==> src/rtl/autorange_ctrl.sv <==
// autorange_ctrl: measurement scheduler and AFE range controller.
// Requests conversions from the dual-slope FSM, publishes each result tagged
// with its range, and steps the range (auto, with hysteresis) or applies a
// clamped user range (manual). Every range change is followed by a settle delay.
module autorange_ctrl #(
  parameter int unsigned          NUM_RANGES    = 5,
  parameter int unsigned          COUNT_W       = 16,
  parameter logic [COUNT_W-1:0]   UP_THRESH     = 16'd60000,
  parameter logic [COUNT_W-1:0]   DOWN_THRESH   = 16'd5000,
  parameter int unsigned          HYST_N        = 2,
  parameter int unsigned          SETTLE_CYCLES = 64
) (
  input  logic               clk_i,
  input  logic               rst_i,
  input  logic               en_i,
  input  logic               auto_i,
  input  logic [2:0]         manual_range_i,
  input  logic               conv_busy_i,
  input  logic               conv_valid_i,
  input  logic [COUNT_W-1:0] conv_count_i,
  input  logic               conv_err_i,
  output logic               conv_start_o,
  output logic [2:0]         range_sel_o,
  output logic               result_valid_o,
  output logic [COUNT_W-1:0] result_count_o,
  output logic [2:0]         result_range_o,
  output logic               overrange_o
);

  localparam logic [2:0]       MAX_R       = 3'(NUM_RANGES - 1);
  localparam logic [3:0]       HYST_L      = 4'(HYST_N);
  localparam int unsigned      SET_W       = $clog2(SETTLE_CYCLES + 1);
  localparam logic [SET_W-1:0] SETTLE_LOAD = SET_W'(SETTLE_CYCLES);
  localparam logic [SET_W-1:0] SETTLE_LAST = SET_W'(1);

  typedef enum logic [2:0] {
    S_IDLE,
    S_SETTLE,
    S_START,
    S_WAIT,
    S_EVAL
  } state_t;

  state_t             state_q;
  logic [2:0]         range_q;
  logic [SET_W-1:0]   settle_q;
  logic [3:0]         up_q;
  logic [3:0]         dn_q;
  logic               err_q;
  logic               auto_q;
  logic               start_q;
  logic               rvalid_q;
  logic [COUNT_W-1:0] rcount_q;
  logic [2:0]         rrange_q;
  logic               ovr_q;

  logic [2:0] target;
  logic [3:0] up_base;
  logic [3:0] dn_base;
  logic [3:0] up_inc;
  logic [3:0] dn_inc;
  logic       is_high;
  logic       is_low;

  // Range target, mode-switch-cleared hysteresis counts and result classification.
  always_comb begin
    target  = auto_i ? range_q : ((manual_range_i > MAX_R) ? MAX_R : manual_range_i);
    up_base = (auto_i != auto_q) ? '0 : up_q;
    dn_base = (auto_i != auto_q) ? '0 : dn_q;
    up_inc  = (up_base == '1) ? up_base : up_base + 4'd1;
    dn_inc  = (dn_base == '1) ? dn_base : dn_base + 4'd1;
    is_high = (rcount_q >= UP_THRESH);
    is_low  = (rcount_q < DOWN_THRESH);
  end

  // Scheduler FSM with all outputs registered.
  always_ff @(posedge clk_i) begin
    if (rst_i) begin
      state_q  <= S_IDLE;
      range_q  <= MAX_R;
      settle_q <= '0;
      up_q     <= '0;
      dn_q     <= '0;
      err_q    <= 1'b0;
      auto_q   <= 1'b0;
      start_q  <= 1'b0;
      rvalid_q <= 1'b0;
      rcount_q <= '0;
      rrange_q <= '0;
      ovr_q    <= 1'b0;
    end else begin
      start_q  <= 1'b0;
      rvalid_q <= 1'b0;
      unique case (state_q)
        S_IDLE: begin
          if (en_i) begin
            range_q  <= target;
            auto_q   <= auto_i;
            settle_q <= SETTLE_LOAD;
            state_q  <= S_SETTLE;
          end
        end

        S_SETTLE: begin
          if (!en_i) begin
            up_q    <= '0;
            dn_q    <= '0;
            state_q <= S_IDLE;
          end else begin
            settle_q <= settle_q - 1'b1;
            if (settle_q == SETTLE_LAST) state_q <= S_START;
          end
        end

        S_START: begin
          if (!en_i) begin
            up_q    <= '0;
            dn_q    <= '0;
            state_q <= S_IDLE;
          end else if (!conv_busy_i) begin
            start_q <= 1'b1;
            state_q <= S_WAIT;
          end
        end

        S_WAIT: begin
          if (!en_i) begin
            up_q    <= '0;
            dn_q    <= '0;
            state_q <= S_IDLE;
          end else if (conv_err_i) begin
            err_q   <= 1'b1;
            state_q <= S_EVAL;
          end else if (conv_valid_i) begin
            err_q    <= 1'b0;
            rcount_q <= conv_count_i;
            rrange_q <= range_q;
            ovr_q    <= (conv_count_i >= UP_THRESH) && (range_q == MAX_R);
            rvalid_q <= 1'b1;
            state_q  <= S_EVAL;
          end
        end

        S_EVAL: begin
          if (!en_i) begin
            up_q    <= '0;
            dn_q    <= '0;
            state_q <= S_IDLE;
          end else begin
            auto_q <= auto_i;
            if (!auto_i) begin
              up_q <= '0;
              dn_q <= '0;
              if (!err_q && (target != range_q)) begin
                range_q  <= target;
                settle_q <= SETTLE_LOAD;
                state_q  <= S_SETTLE;
              end else begin
                state_q <= S_START;
              end
            end else if (err_q) begin
              if (range_q < MAX_R) begin
                range_q  <= range_q + 3'd1;
                up_q     <= '0;
                dn_q     <= '0;
                settle_q <= SETTLE_LOAD;
                state_q  <= S_SETTLE;
              end else begin
                // Saturated on the least sensitive range: publish a full-scale overrange result.
                rvalid_q <= 1'b1;
                rcount_q <= '1;
                rrange_q <= MAX_R;
                ovr_q    <= 1'b1;
                up_q     <= up_base;
                dn_q     <= dn_base;
                state_q  <= S_START;
              end
            end else if (is_high) begin
              dn_q <= '0;
              if ((up_inc >= HYST_L) && (range_q < MAX_R)) begin
                range_q  <= range_q + 3'd1;
                up_q     <= '0;
                settle_q <= SETTLE_LOAD;
                state_q  <= S_SETTLE;
              end else begin
                up_q    <= up_inc;
                state_q <= S_START;
              end
            end else if (is_low) begin
              up_q <= '0;
              if ((dn_inc >= HYST_L) && (range_q > 3'd0)) begin
                range_q  <= range_q - 3'd1;
                dn_q     <= '0;
                settle_q <= SETTLE_LOAD;
                state_q  <= S_SETTLE;
              end else begin
                dn_q    <= dn_inc;
                state_q <= S_START;
              end
            end else begin
              up_q    <= '0;
              dn_q    <= '0;
              state_q <= S_START;
            end
          end
        end

        default: state_q <= S_IDLE;
      endcase
    end
  end

  assign conv_start_o   = start_q;
  assign range_sel_o    = range_q;
  assign result_valid_o = rvalid_q;
  assign result_count_o = rcount_q;
  assign result_range_o = rrange_q;
  assign overrange_o    = ovr_q;

endmodule
==> config.mk <==
export PLATFORM = sky130hd
export DESIGN_NAME = autorange_ctrl
export DESIGN_NICKNAME = d
export VERILOG_FILES = /design/src/rtl/autorange_ctrl.sv
export SDC_FILE = /design/constraint.sdc
export NUM_CORES = 1
export LEC_CHECK = 0
export CORE_MARGIN = 5
export CORE_UTILIZATION = 38
export CTS_CLUSTER_DIAMETER = 200
export DETAILED_ROUTE_END_ITERATION = 7
export PLACE_DENSITY = 0.67
export RECOVER_POWER = 25
export SETUP_SLACK_MARGIN = 0.15
export SLEW_MARGIN = 20
export SYNTH_ARGS = -nofsm -noshare
export SYNTH_HDL_FRONTEND = slang
export SYNTH_SLANG_ARGS = --single-unit
==> constraint.sdc <==
create_clock -name clk_i -period 3.6 [get_ports clk_i]
set_input_delay 0.72 -clock clk_i [delete_from_list [all_inputs] [get_ports clk_i]]
set_output_delay 0.72 -clock clk_i [all_outputs]
set_load 0.02 [all_outputs]
* After elaboration in Yosys (flattened, before gate mapping)
Cells that the tools add are included.
Operators by class: add/subtract/negate cells 5, multipliers 0, div/mod/pow operators 0, order comparisons 8, equal/unequal tests 28, shifts and indexed selects 0, multiplexer cells 98, bitwise gates (word level) 2, reduce and logical (&&, ||, !) cells 21
Operators with widths (number):
- 16-bit 2-to-1 mux | 7
- 3-bit 2-to-1 mux | 32
- 7-bit 2-to-1 mux | 11
- 4-bit 2-to-1 mux | 18
- 16-bit greater-or-equal comparator, second input constant | 2
- 16-bit one-hot mux with 2 select lines | 1
- 7-bit one-hot mux with 3 select lines | 1
- 2-bit != test, second input constant | 10
- 1-bit 2-to-1 mux | 17
- 16-bit by 13-bit less-than comparator with 1-bit output, second input constant | 1
- 4-bit one-hot mux with 2 select lines | 2
- 8-bit AND reduction | 2
- 5-bit != test, second input constant | 3
- 3-bit one-hot mux with 5 select lines | 1
- 3-bit one-hot mux with 2 select lines | 2
- 3-bit != test, second input constant | 3
- 9-bit AND reduction | 1
- 4-bit by 1-bit adder with 4-bit output, second input constant | 2
- 4-bit equality test, second input constant | 2
- 4-bit by 2-bit greater-or-equal comparator with 1-bit output, second input constant | 2
- 2-bit 2-to-1 mux | 4
- 4-bit != test, second input constant | 2
- 2-bit nonzero test | 4
- 7-bit by 1-bit equality test with 1-bit output, second input constant | 1
- other kinds (22) | 31
Word-level totals: register bits after elaboration 45, latch bits 0, memory bits (writable) 0, ROM bits 0, output and inout bits 25, memories 0

* Logic depth before layout (Yosys ltp)
Gate-level depths: netlist of the first run.
depth after elaboration 13, depth in mapped cells 12, gate-level depth less buffers 10

* Least setup slack after synthesis of the first run
OpenSTA, ideal clock, no wires.
path kind input-to-reg, from input port auto_i, to register range_q[2], in the netlist range_sel_o[2], library setup time 0.120 ns, arrival time 2.975 ns, required time 3.480 ns, path slack 0.506 ns, stages 12, path through xnor2_1 buf_2 and2_1 ha_1 or2_2 o21ai_1 a211oi_1 a211o_1 o22a_1 buf_6 mux2_4 a211o_1
Between the ends: cells in the longest elaborated chain, start to end 8, elaborated cells on any way between the ends 27, classes of those cells 2 x add/sub; 2 x order compare; 9 x eq/ne; 10 x mux; 4 x reduce/logical
Ends and longest elaborated chain:
- from (decl) | RTL line 16 | input logic auto_i,
- 1-bit != test | RTL line 68, 69
- 4-bit 2-to-1 mux, on equally long branches | RTL line 68, 69
- 4-bit by 1-bit adder with 4-bit output (tied with other cells) | RTL line 70 | up_inc = (up_base == '1) ? up_base : up_base + 4'd1;
- 4-bit 2-to-1 mux, on equally long branches | RTL line 70, 71
- 4-bit by 2-bit greater-or-equal comparator with 1-bit output, on equally long branches | RTL line 180, 191
- 1-bit logical AND, on equally long branches | RTL line 180, 191
- 5-bit != test (no line)
- 8-bit AND reduction (no line)
- to (signal assigned) | RTL line 163 | range_q <= range_q + 3'd1;
- to (signal assigned) | RTL line 181 | range_q <= range_q + 3'd1;
- to (signal assigned) | RTL line 192 | range_q <= range_q - 3'd1;
- to (decl) | RTL line 45 | logic [2:0] range_q;
Parallel ways exist; a longest one is shown, timed or not. The select of a mux whose other input is x is not followed. A chain may end at the register's enable or synchronous reset.

* Worst setup path after layout of the first run
from input port auto_i, to register settle_q[1]
Between the ends: cells in the longest elaborated chain, start to end 8, elaborated cells on any way between the ends 25, classes of those cells 2 x add/sub; 2 x order compare; 9 x eq/ne; 8 x mux; 4 x reduce/logical
Ends and longest elaborated chain:
- 1-bit != test | RTL line 68, 69
- 4-bit 2-to-1 mux, on equally long branches | RTL line 68, 69
- 4-bit by 1-bit adder with 4-bit output (tied with other cells) | RTL line 70
- 4-bit 2-to-1 mux, on equally long branches | RTL line 70, 71
- 4-bit by 2-bit greater-or-equal comparator with 1-bit output, on equally long branches | RTL line 180, 191
- 1-bit logical AND, on equally long branches | RTL line 180, 191
- 5-bit != test (no line)
- 9-bit AND reduction (no line)
- to (signal assigned) | RTL line 110 | settle_q <= settle_q - 1'b1;
- to (decl) | RTL line 46 | logic [SET_W-1:0] settle_q;
Parallel ways exist; a longest one is shown, timed or not. The select of a mux whose other input is x is not followed.

==> results of run 1 <==
[synth_stat cells (5+ instances only)]
cell type / number / area share, %
sky130_fd_sc_hd__and2_1: 10 / 2.3
sky130_fd_sc_hd__nor3_1: 30 / 5.6
sky130_fd_sc_hd__nor4_1: 22 / 5.1
sky130_fd_sc_hd__nand3_1: 10 / 1.9
sky130_fd_sc_hd__a31oi_1: 5 / 1.2
sky130_fd_sc_hd__nor2_1: 32 / 4.4
sky130_fd_sc_hd__inv_1: 13 / 1.8
sky130_fd_sc_hd__buf_2: 5 / 0.92
sky130_fd_sc_hd__nand2b_1: 5 / 1.2
sky130_fd_sc_hd__ha_1: 7 / 3.2
sky130_fd_sc_hd__clkbuf_1: 16 / 2.2
sky130_fd_sc_hd__dfxtp_1: 45 / 33
sky130_fd_sc_hd__nand2_1: 23 / 3.2
sky130_fd_sc_hd__a21oi_1: 25 / 4.6
sky130_fd_sc_hd__o21ai_0: 18 / 3.3
[power groups by stage]
stage	registers [mW]	logic (mW)	clock network [mW]
after floorplan	0.533	0.0974	0
after global placement	0.538	0.156	0
after detailed placement	0.539	0.158	0
after CTS	0.527	0.158	0.407
after global routing	0.530	0.177	0.428
final	0.528	0.159	0.400
[cell families (layout without fill, tap and decap cells)]
family	count (synthesis)	after routing
AO/OA/AOI/OAI	90	90
XOR/XNOR	5	5
adder cells (fa/ha/maj)	7	7
buffers and inverters	36	83
flip-flops	45	45
multiplexers	4	4
AND/OR/NAND/NOR	160	160
[state kept, by name, summed over array words and instances, names as in the netlist]
name / cells
dn_q: 4
state_q: 3
settle_q: 7
result_count_o: 16
err_q: 1
overrange_o: 1
up_q: 4
conv_start_o: 1
result_valid_o: 1
result_range_o: 3
range_sel_o: 3
auto_q: 1
[worst max path at each step]
stage	start	to	slack, ns	cells past startpoint
2_1_floorplan	auto_i	range_sel_o[2]	0.51	12
3_3_place_gp	auto_i	settle_q[1]	0.12	12
3_5_place_dp	auto_i	settle_q[2]	-0.005	12
4_1_cts	auto_i	dn_q[3]	0.32	11
5_1_grt	auto_i	settle_q[2]	0.14	12
6_report	auto_i	settle_q[1]	0.36	12
[area by class of cell]
class / instances / area share (%)
multi-input combinational: 266 / 48.5
sequential: 45 / 26.1
timing repair buffer: 62 / 17.1
tap: 96 / 3.49
clock buffer: 5 / 2.00
inverter: 13 / 1.42
clock inverter: 3 / 1.34
[per-layer routing]
layer / part of all wire [%] / up-vias
li1: - / 1382
met1: 46 / 1283
met2: 49 / 71
met3: 4.4 / 9
met4: 1.0 / 0
met5: 0 / -
[critical path, delay by kind of cell]
family | cells | cell delay, ns
adders and majority gates | 1 | 0.22
and+or+nand+nor | 2 | 0.47
AOI/OAI and AO/OA | 6 | 1.22
xor gates and xnor gates | 1 | 0.18
buffers and inverters | 2 | 0.65
[what timing repair did]
action | in CTS | in global routing
hold buffers | 0 | 0
setup endpoints to repair | 0 | 13
buffers inserted | 0 | 1
gates resized for setup | 0 | 3
==> results, run 1 <==
- The run finished with clean final reports.
- The maximum vdd drop is 203 µV.
- The met1 usage is 23.0%.
- The proportion of register bits with asynchronous set or reset after synthesis is 0%.
- The largest net degree at the start of global routing is 38.
- The total area of sequential cells is 901 µm².
- Walking the worst path, the cells encountered are clkdlybuf4s50_1, xnor2_2, and2_1, ha_1, or2_2, o21ai_1, a211oi_2, a211o_1, o22a_1, buf_4, a21o_1, a311oi_1.
- The routed layout has 2,745 vias.
- The filler cell count is 654.
- Setup violations remaining at the end of the flow were counted as 0.
- The layout-stage area growth over the synthesis result is 27.4%.
- The detailed-route wire length per cell is 15.2 µm.
- Counting flops and latches in the post-synthesis netlist gives 45.
- The switching power as a share of total power is 27.1%.
- The maximum achievable frequency is 308 MHz.
- Across the run, the number of max-cap violations was 0.
- The fraction of the mapped netlist area in adder cells is 3.24%.
- Clock latency on the worst-skew pair, taken at its later pin, is 0.31 ns.
- Combinational cells account for 14.6% of the total power.
- The Yosys step of the flow raised 0 warnings.
- The synthesized netlist devotes 31.9% of its cell area to simple gates.
- The clock sink count is 45.
- Of the cells placed in the final design, the portion with a size suffix greater than 1 is 8.63%.
- The worst-case reg-to-reg path depth is 11.
- The first detailed-routing pass took 5 iterations.
- The cell area that synthesis handed to floorplanning was 2710 µm².
- The synthesized netlist net count is 380.
- The buffer type at the clock tree root is sky130_fd_sc_hd__clkbuf_8.
- Across all register-to-register paths, the minimum setup slack is 0.91 ns.
- After the last flow step, the layout net total stands at 426.
- STA classifies the critical path endpoint as a flop.
- The worst slack at placement is -0.00541 ns.
- The global routing usage on met2 is 28.3%.
- The clock network burns 36.8% of the power.
- The first global-routing pass estimated 12,500 µm of wire.
- The library cells used most frequently in the layout, excluding fill and tap cells, are sky130_fd_sc_hd__dfxtp_1 (45), sky130_fd_sc_hd__clkdlybuf4s50_1 (35), sky130_fd_sc_hd__nor2_1 (32).
- The number of buffers added by the clock tree synthesis step is 5.
- The congestion estimate from routability-driven global placement came to 0.852.
- Including well taps, the total number of placed cells is 481.
- The final critical path takes up 90.1% of the cycle.
- The number of slew-limit violations in the final report was 0.
- Final hold analysis gives a worst-case slack of 0.482 ns.
- The launch instance of the worst register-to-register path is auto_q.
- The sequential-to-total area share from yosys stat is 33.3%.
- The first routing iteration left 263 violations.
- The library cell used most frequently in the layout, excluding fill and tap cells, is sky130_fd_sc_hd__dfxtp_1.
- The sum of overflow across all layers after global routing is 0.
- For this run, the leading register cell type out of synthesis is sky130_fd_sc_hd__dfxtp_1.
- After synthesis, the largest family of logic cells by area is simple AND/OR/NAND/NOR gates.
- Dividing total power by cell area gives a power density of 315 nW/µm².
- The worst pin sits at a relative slew slack of 59.4%.
- The die boundary width is 94.4 µm.
- For hold timing, the worst endpoint is result_range_o[1].
- The worst setup path is of the in -> reg kind.
- The worst path needs 3.24 ns of the cycle, external delays included.
- The cell area after layout is 3450 µm².
- Sequential cells account for 48.6% of the total power.
- The worst hold path class is reg -> reg.
- Adding up every negative setup slack in the final design gives 0 ns.
- The H-tree was split into 2 levels.
- Synthesis produced a netlist whose cell count is 347.
- The worst register-to-register path ends at settle_q[1].
- The detailed placer's ending HPWL is 5420 µm.
- The effective utilization at floorplan is 39.4%.
- The y dimension of the die is 94.4 µm.
- Data on the critical path is required at its endpoint by 3.82 ns.
- The count of input and output buffers is 50.
- The clock passes through at most 2 buffers.
- TritonCTS built the clock tree.
- The total wire length after detailed routing is 7430 µm.
- The worst hold path begins at result_range_o[1].
- The final core utilization is 50.2%.
- The core region is 6870 µm².
- At the pin with the least slew margin, the transition time is 0.608 ns.
- The die covers 8910 µm².
- Global routing used 3.43% of the available met3 tracks.
- The internal power of the cells totals 0.792 mW.
- After detailed routing, the number of vias per cell comes to 5.60.
- On the critical path, the stage with the largest delay is an instance of sky130_fd_sc_hd__clkdlybuf4s50_1.
- The total cell area at the placement stage is 3310 µm².
- The synthesized design contains 0 enable-type register cells.
- The area of the multi-input gates is 1670 µm².
- The largest fanout of any net on the critical path is 7.
- The floorplan has 30 rows.
- Between clock sinks in the finished design, the worst skew comes to 0.00969 ns.
- Data arrives at the worst endpoint at 3.46 ns.
- The portion of synthesized area spent on multiplexers is 1.67%.
- 0 antenna diodes ended up in the layout.
- The static leakage is 1.28 nW.
- The stage delay of the slowest cell on the critical path is 0.48 ns.
- The worst setup path is launched from an input port.
- The overall power consumption is 1.09 mW.
- The per-instance average area after synthesis is 7.80 µm².
- The number of global-route vias before repair is 2,605.
- The global-route usage over all layers is 17.1%.
- Counting instances, the worst hold path has a depth of 2.
- The switching power total is 0.294 mW.
- The worst path meets setup with 0.357 ns of slack.
- The final-report hold violation count was 0.
- In this run the most used layer during global routing was met2.
- The initial antenna violation count was 0.
- The top-level port count is 51.
- In the routed design, unresolved DRC markers number 0.
- The synthesized netlist contains 59 unique library cells.
- Summing the areas of all compound-gate instances in the mapped netlist gives 22.5% of the synthesized area.
- The final instance count without filler cells is 490.
- The clock edge transition at the registers on the reported setup and hold paths is 0.10 ns.
- The synthesized netlist devotes 1.62% of its cell area to XOR and XNOR gates.
- Setup repair after global routing left no endpoint under its margin.
- The count of nets left with antenna violations once routing finished came out at 0.
Note: power is estimated with default switching activity, not from simulation.
==> inputs of run 2 (changes only) <==
--- a/config.mk
+++ b/config.mk
@@ -5,13 +5,13 @@
 export SDC_FILE = /design/constraint.sdc
 export NUM_CORES = 1
 export LEC_CHECK = 0
+export CAP_MARGIN = 10
 export CORE_MARGIN = 5
 export CORE_UTILIZATION = 38
 export CTS_CLUSTER_DIAMETER = 200
 export DETAILED_ROUTE_END_ITERATION = 7
 export PLACE_DENSITY = 0.67
 export RECOVER_POWER = 25
-export SETUP_SLACK_MARGIN = 0.15
 export SLEW_MARGIN = 20
 export SYNTH_ARGS = -nofsm -noshare
 export SYNTH_HDL_FRONTEND = slang
==> run 2 against run 1 <==
Net effect: fmax down 3.3%; non-clock buffer count is 1 lower; hold slack hardly changed; critical path depth decreased by 1; register-to-register slack got worse by 0.13 ns; cell area decreased by 0.58%; first-iteration DRC count is 11% lower; sequential share of layout area increased by 0.15 points; via count increased by 1.5%; global-route usage did not move.
==> results, run 2 (synthesis results as in run 1) <==
- The layout cell share with drive strength beyond 1 is 7.89% (was 8.63%).
- The layout-stage area growth over the synthesis result is 26.6% (was 27.4%).
- The timing endpoint of the critical path is dn_q[3] (was settle_q[1]).
- The die footprint was 8910 µm² (unchanged).
- The smallest setup slack after layout was 0.247 ns (was 0.357 ns).
- The clock period minus worst slack is 3.35 ns (was 3.24 ns).
- The total cell area at the placement stage is 3310 µm² (unchanged).
- The end of the worst register-to-register path is dn_q[3] (was settle_q[1]).
- The count of input and output buffers was 50 (unchanged).
- The static leakage is 1.27 nW (was 1.28 nW).
- The largest fanout of any net on the critical path is 8 (was 7).
- The slack of the worst reg-to-reg path was 0.78 ns (was 0.91 ns).
- The total wire length after detailed routing is 7510 µm (was 7430 µm).
- The buffer levels on the longest clock path is 2 (unchanged).
- The highest routed metal layer is met4 (unchanged).
- The first-pass detailed-route iteration total is 5 (unchanged).
- The number of antenna-violating nets in the routed design was 0 (unchanged).
- The deepest level of the CTS H-tree is 2 (unchanged).
- The endpoint arrival time on the critical path came to 3.59 ns (was 3.46 ns).
- The final instance count without filler cells is 489 (was 490).
- The number of maximum-capacitance constraint violations is 0 (unchanged).
- The number of cells after detailed placement came to 481 (unchanged).
- The setup skew after layout is 0.00984 ns (was 0.00969 ns).
- The required time of the worst setup path is 3.84 ns (was 3.82 ns).
- The met2 wire length is 3630 µm (was 3610 µm).
- The overall power consumption is 1.09 mW (about the same).
- The top-level port count was 51 (unchanged).
- The clock edge transition at the registers on the reported setup and hold paths is 0.10 ns (about the same).
- The first element of the critical path is auto_i (unchanged).
- The number of buffers inserted by hold repair at cts is 0 (unchanged).
- The violation count after the first detailed-route iteration is 235 (was 263).
- The final core utilization is 49.9% (was 50.2%).
- The y dimension of the die was 94.4 µm (unchanged).
- The critical path launch point type is an input port (unchanged).
- The detailed placer's ending HPWL came to 5420 µm (unchanged).
- The number of buffers added by the clock tree synthesis step is 5 (unchanged).
- The final-report hold violation count was 0 (unchanged).
- The number of failing setup endpoints in the final timing report is 0 (unchanged).
- The share of the clock period used by the worst path is 93.1% (was 90.1%).
- The final net count is 425 (was 426).
- The launch instance of the worst register-to-register path is auto_q (unchanged).
- The global-route usage over all layers is 17.1% (unchanged).
- The area of the core region is 6870 µm² (unchanged).
- The leading cell type in the layout, fill and taps excluded is sky130_fd_sc_hd__dfxtp_1 (unchanged).
- The met3 layer wire length in the routed design is 290 µm (was 327 µm).
- The maximum achievable frequency was 298 MHz (was 308 MHz).
- Run status: finished clean (unchanged).
- The endpoint kind of the worst setup timing path is a flop (unchanged).
- The number of placement rows came to 30 (unchanged).
- The count of instances resized after the clock tree is built was 0 (unchanged).
- The via total after detailed routing came to 2,786 (was 2,745).
- The routed metal-1 wirelength came to 3480 µm (was 3420 µm).
- The number of flip-flops in the largest register is 16 (unchanged).
- The CTS tree is built (unchanged).
- The sum of overflow across all layers after global routing was 0 (unchanged).
- The number of remaining DRC errors is 0 (unchanged).
- The power density over the cells is 317 nW/µm² (was 315 nW/µm²).
- The effective utilization at floorplan is 39.4% (unchanged).
- The clock sink count is 45 (unchanged).
- The worst slack at placement is -0.00541 ns (unchanged).
- The worst-case reg-to-reg path depth is 10 (was 11).
- Commonest cells after routing, fill and taps aside: sky130_fd_sc_hd__dfxtp_1 (45), sky130_fd_sc_hd__clkdlybuf4s50_1 (35), sky130_fd_sc_hd__nor2_1 (32) (unchanged).
- The detailed-route wire length per cell came to 15.3 µm (was 15.2 µm).
- The insertion delay of the later-clocked pin in the worst-skew pair is 0.31 ns (about the same).
- The global-route wire length before repair came to 12,500 µm (unchanged).
- The maximum vdd drop is 203 µV (about the same).
- The number of setup buffers added after CTS is 0 (unchanged).
- The number of global-route vias before repair is 2,605 (unchanged).
- The final setup TNS is 0 ns (unchanged).
- The worst hold path class is reg -> reg (unchanged).
- The cell area after layout is 3430 µm² (was 3450 µm²).
- The worst hold margin was 0.482 ns (about the same).
- The final weighted congestion in routability-driven placement was 0.852 (unchanged).
- The buffer type at the clock tree root is sky130_fd_sc_hd__clkbuf_8 (unchanged).
- The transition time of the tightest slew-check pin was 0.583 ns (was 0.608 ns).
- The largest net degree at the start of global routing is 38 (unchanged).
- The die boundary width is 94.4 µm (unchanged).
- The critical path class is in -> reg (unchanged).
- The count of antenna diodes in the layout is 0 (unchanged).
- The initial antenna violation count is 0 (unchanged).
- The worst relative slew slack is 61.1% (was 59.4%).
- The via density per instance is 5.70 (was 5.60).
- The number of slew-limit violations in the final report was 0 (unchanged).
-- run 2: cell count changes in the layout (fill, tap and decap cells not counted), sizes merged --
cell | before | now
buf | 12 | 11
-- run 2: worst min path at each step --
stage | startpoint | endpoint | slack [ns] | cells after the start
2_1_floorplan | up_q[0] | up_q[0] | 0.44 | 2
3_3_place_gp | result_range_o[1] | result_range_o[1] | 0.46 | 2
3_5_place_dp | result_range_o[1] | result_range_o[1] | 0.47 | 2
4_1_cts | result_range_o[1] | result_range_o[1] | 0.49 | 2
5_1_grt | result_range_o[0] | result_range_o[0] | 0.51 | 2
6_report | result_range_o[0] | result_range_o[0] | 0.48 | 2
-- run 2: worst max-delay path, stage by stage --
cell                              delay, ns
sky130_fd_sc_hd__clkdlybuf4s50_1       0.46
sky130_fd_sc_hd__xnor2_1               0.28
sky130_fd_sc_hd__buf_4                 0.21
sky130_fd_sc_hd__and2_1                0.17
sky130_fd_sc_hd__ha_1                  0.24
sky130_fd_sc_hd__nand4b_1              0.15
sky130_fd_sc_hd__o221ai_1              0.34
sky130_fd_sc_hd__nor4b_4               0.43
sky130_fd_sc_hd__o21ai_0               0.15
sky130_fd_sc_hd__a211o_1               0.31
sky130_fd_sc_hd__a21oi_1               0.12
-- run 2: cell type report --
type	instances	area [µm²]
tap	96	120
multi-input combinational	266	1660
clock buffer	5	68.8
fill	656	3440
clock inverter	3	46.3
sequential	45	901
timing repair buffer	61	583
inverter	13	48.8
-- run 2: per-layer routing --
layer | global-route usage [%] | vias up
met5 | 0 | -
met4 | 4.09 | 0
met3 | 3.43 | 9
met2 | 28.3 | 80
met1 | 23.0 | 1317
li1 | - | 1380
-- run 2: power breakdown --
part,leakage [nW],internal [mW],switching [mW]
logic,0.852,0.0739,0.0846
clock network,0.0543,0.208,0.193
registers,0.364,0.510,0.0180
total,1.27,0.791,0.295
==> inputs of run 3 (changes only) <==
==> constraint.sdc (replaced) <==
create_clock -name clk_i -period 3.91 [get_ports clk_i]
set_input_delay 0.782 -clock clk_i [delete_from_list [all_inputs] [get_ports clk_i]]
set_output_delay 0.782 -clock clk_i [all_outputs]
set_load 0.02 [all_outputs]
==> run 3 against run 2 <==
Net effect: clock skew barely moved; register-to-register slack improved by 0.40 ns; critical path depth did not move; worst setup slack better by 0.32 ns; cell count is 0.20% lower; power fell by 8.5%; sequential cell count stayed put; routed wire length up 0.31%; sequential power shrank 7.8%; first-iteration DRC count is 29% lower.
==> results, run 3 (synthesis results as in run 1) <==
- The worst slack at placement was 0.315 ns (was -0.00541 ns).
- The endpoint kind of the worst setup timing path is a flop (unchanged).
- The final net count is 424 (was 425).
- The number of remaining DRC errors came to 0 (unchanged).
- The first element of the critical path is auto_i (unchanged).
- The number of flip-flops in the largest register is 16 (unchanged).
- The smallest setup slack after layout is 0.571 ns (was 0.247 ns).
- The number of global-route vias before repair is 2,627 (was 2,605).
- The via density per instance is 5.72 (was 5.70).
- The share of the clock period used by the worst path is 85.4%.
- The slack of the worst reg-to-reg path was 1.18 ns (was 0.78 ns).
- The static leakage is 1.26 nW (was 1.27 nW).
- The first-pass detailed-route iteration total came to 4 (was 5).
- The transition time of the tightest slew-check pin is 0.610 ns (was 0.583 ns).
- The global-route wire length before repair is 12,500 µm (about the same).
- The timing endpoint of the critical path was settle_q[1] (was dn_q[3]).
- The layout cell share with drive strength beyond 1 is 7.40% (was 7.89%).
- The final instance count without filler cells is 488 (was 489).
- The end of the worst register-to-register path is settle_q[1] (was dn_q[3]).
- The smallest clock period supported by the final layout is computed as 3.34 ns.
- The clock edge transition at the registers on the reported setup and hold paths is 0.10 ns (about the same).
- The sum of overflow across all layers after global routing came to 0 (unchanged).
- The insertion delay of the later-clocked pin in the worst-skew pair is 0.30 ns (was 0.31 ns).
- The number of failing setup endpoints in the final timing report is 0 (unchanged).
- The violation count after the first detailed-route iteration came to 166 (was 235).
- The buffer type at the clock tree root is sky130_fd_sc_hd__clkbuf_8 (unchanged).
- Commonest cells after routing, fill and taps aside: sky130_fd_sc_hd__dfxtp_1 (45), sky130_fd_sc_hd__clkdlybuf4s50_1 (35), sky130_fd_sc_hd__nor2_1 (32) (unchanged).
- The count of input and output buffers is 50 (unchanged).
- The count of antenna diodes in the layout is 0 (unchanged).
- The critical path class is in -> reg (unchanged).
- The CTS tree is built (unchanged).
- The worst-case reg-to-reg path depth is 10 (unchanged).
- The worst hold path class is reg -> reg (unchanged).
- The maximum vdd drop is 177 µV (was 203 µV).
- The die footprint was 8910 µm² (unchanged).
- The final setup TNS is 0 ns (unchanged).
- The via total after detailed routing is 2,789 (was 2,786).
- The leading cell type in the layout, fill and taps excluded is sky130_fd_sc_hd__dfxtp_1 (unchanged).
- The count of instances resized after the clock tree is built is 0 (unchanged).
- The number of maximum-capacitance constraint violations came to 0 (unchanged).
- The required time of the worst setup path is 4.12 ns (was 3.84 ns).
- The final-report hold violation count was 0 (unchanged).
- The final core utilization is 49.7% (was 49.9%).
- The layout-stage area growth over the synthesis result was 26.2% (was 26.6%).
- The die boundary width is 94.4 µm (unchanged).
- The largest net degree at the start of global routing is 38 (unchanged).
- The deepest level of the CTS H-tree is 2 (unchanged).
- The maximum achievable frequency is 299 MHz.
- The number of slew-limit violations in the final report is 0 (unchanged).
- The effective utilization at floorplan is 39.4% (unchanged).
- The initial antenna violation count is 0 (unchanged).
- The critical path launch point type is an input port (unchanged).
- The setup skew after layout is 0.00947 ns (was 0.00984 ns).
- The power density over the cells was 291 nW/µm² (was 317 nW/µm²).
- The area of the core region is 6870 µm² (unchanged).
- The number of placement rows is 30 (unchanged).
- The largest fanout of any net on the critical path is 7 (was 8).
- The y dimension of the die is 94.4 µm (unchanged).
- The launch instance of the worst register-to-register path is auto_q (unchanged).
- The endpoint arrival time on the critical path is 3.55 ns (was 3.59 ns).
- The number of buffers added by the clock tree synthesis step is 5 (unchanged).
- The number of setup buffers added after CTS is 0 (unchanged).
- The buffer levels on the longest clock path is 2 (unchanged).
- The global-route usage over all layers is 17.2% (was 17.1%).
- The number of antenna-violating nets in the routed design is 0 (unchanged).
- The top-level port count came to 51 (unchanged).
- The clock sink count is 45 (unchanged).
- Setup repair after global routing left no endpoint under its margin.
- Run status: finished clean (unchanged).
- The detailed placer's ending HPWL is 5410 µm (was 5420 µm).
- The detailed-route wire length per cell is 15.4 µm (was 15.3 µm).
- The final weighted congestion in routability-driven placement was 0.845 (was 0.852).
- The overall power consumption is 0.994 mW (was 1.09 mW).
- The total wire length after detailed routing is 7530 µm (was 7510 µm).
- The number of cells after detailed placement is 480 (was 481).
- The number of buffers inserted by hold repair at cts is 0 (unchanged).
- The worst relative slew slack is 59.0% (was 61.1%).
run 3: metrics by stage:
step / hold WS, ns / instance area (µm²)
finish: 0.476 / 3410
global route: 0.517 / 3410
floorplan: 0.440 / 2710
CTS: 0.481 / 3410
global placement: 0.460 / 3300
detailed placement: 0.464 / 3300
run 3: metal layers:
metal / wire, µm / part of all wire, % / track usage, % / up-vias
li1: - / - / - / 1386
met1: 3370 / 45 / 22.1 / 1311
met2: 3720 / 49 / 28.8 / 84
met3: 334 / 4.4 / 3.59 / 8
met4: 108 / 1.4 / 5.17 / 0
met5: 0 / 0 / 0 / -
run 3: how the worst min path moves through the flow:
stage / start / to / depth (start not counted)
6_report: result_range_o[1] / result_range_o[1] / 2
3_3_place_gp: result_range_o[1] / result_range_o[1] / 2
4_1_cts: result_range_o[1] / result_range_o[1] / 2
5_1_grt: result_range_o[1] / result_range_o[1] / 2
2_1_floorplan: up_q[0] / up_q[0] / 2
3_5_place_dp: result_range_o[1] / result_range_o[1] / 2
run 3: layout make-up:
| class | count | area, µm² |
|---|---|---|
| Fill cell | 660 | 3460 |
| Multi-Input combinational cell | 266 | 1650 |
| Sequential cell | 45 | 901 |
| Timing Repair Buffer | 60 | 576 |
| Tap cell | 96 | 120 |
| Clock buffer | 5 | 68.8 |
| Inverter | 13 | 48.8 |
| Clock inverter | 3 | 46.3 |
run 3: power by group:
| group | switching (mW) | internal [mW] | total, mW |
|---|---|---|---|
| Clock | 0.170 | 0.192 | 0.362 |
| Combinational | 0.0788 | 0.0680 | 0.147 |
| Sequential | 0.0166 | 0.469 | 0.486 |
| Total | 0.266 | 0.729 | 0.994 |
run 3: critical path, cell delays in order:
cell	delay, ns
sky130_fd_sc_hd__clkdlybuf4s50_1	0.47
sky130_fd_sc_hd__xnor2_1	0.23
sky130_fd_sc_hd__and2_1	0.20
sky130_fd_sc_hd__ha_1	0.27
sky130_fd_sc_hd__nor3_1	0.23
sky130_fd_sc_hd__a211oi_1	0.16
sky130_fd_sc_hd__a211o_1	0.36
sky130_fd_sc_hd__o22a_1	0.22
sky130_fd_sc_hd__buf_4	0.17
sky130_fd_sc_hd__a21o_1	0.24
sky130_fd_sc_hd__a311oi_1	0.21
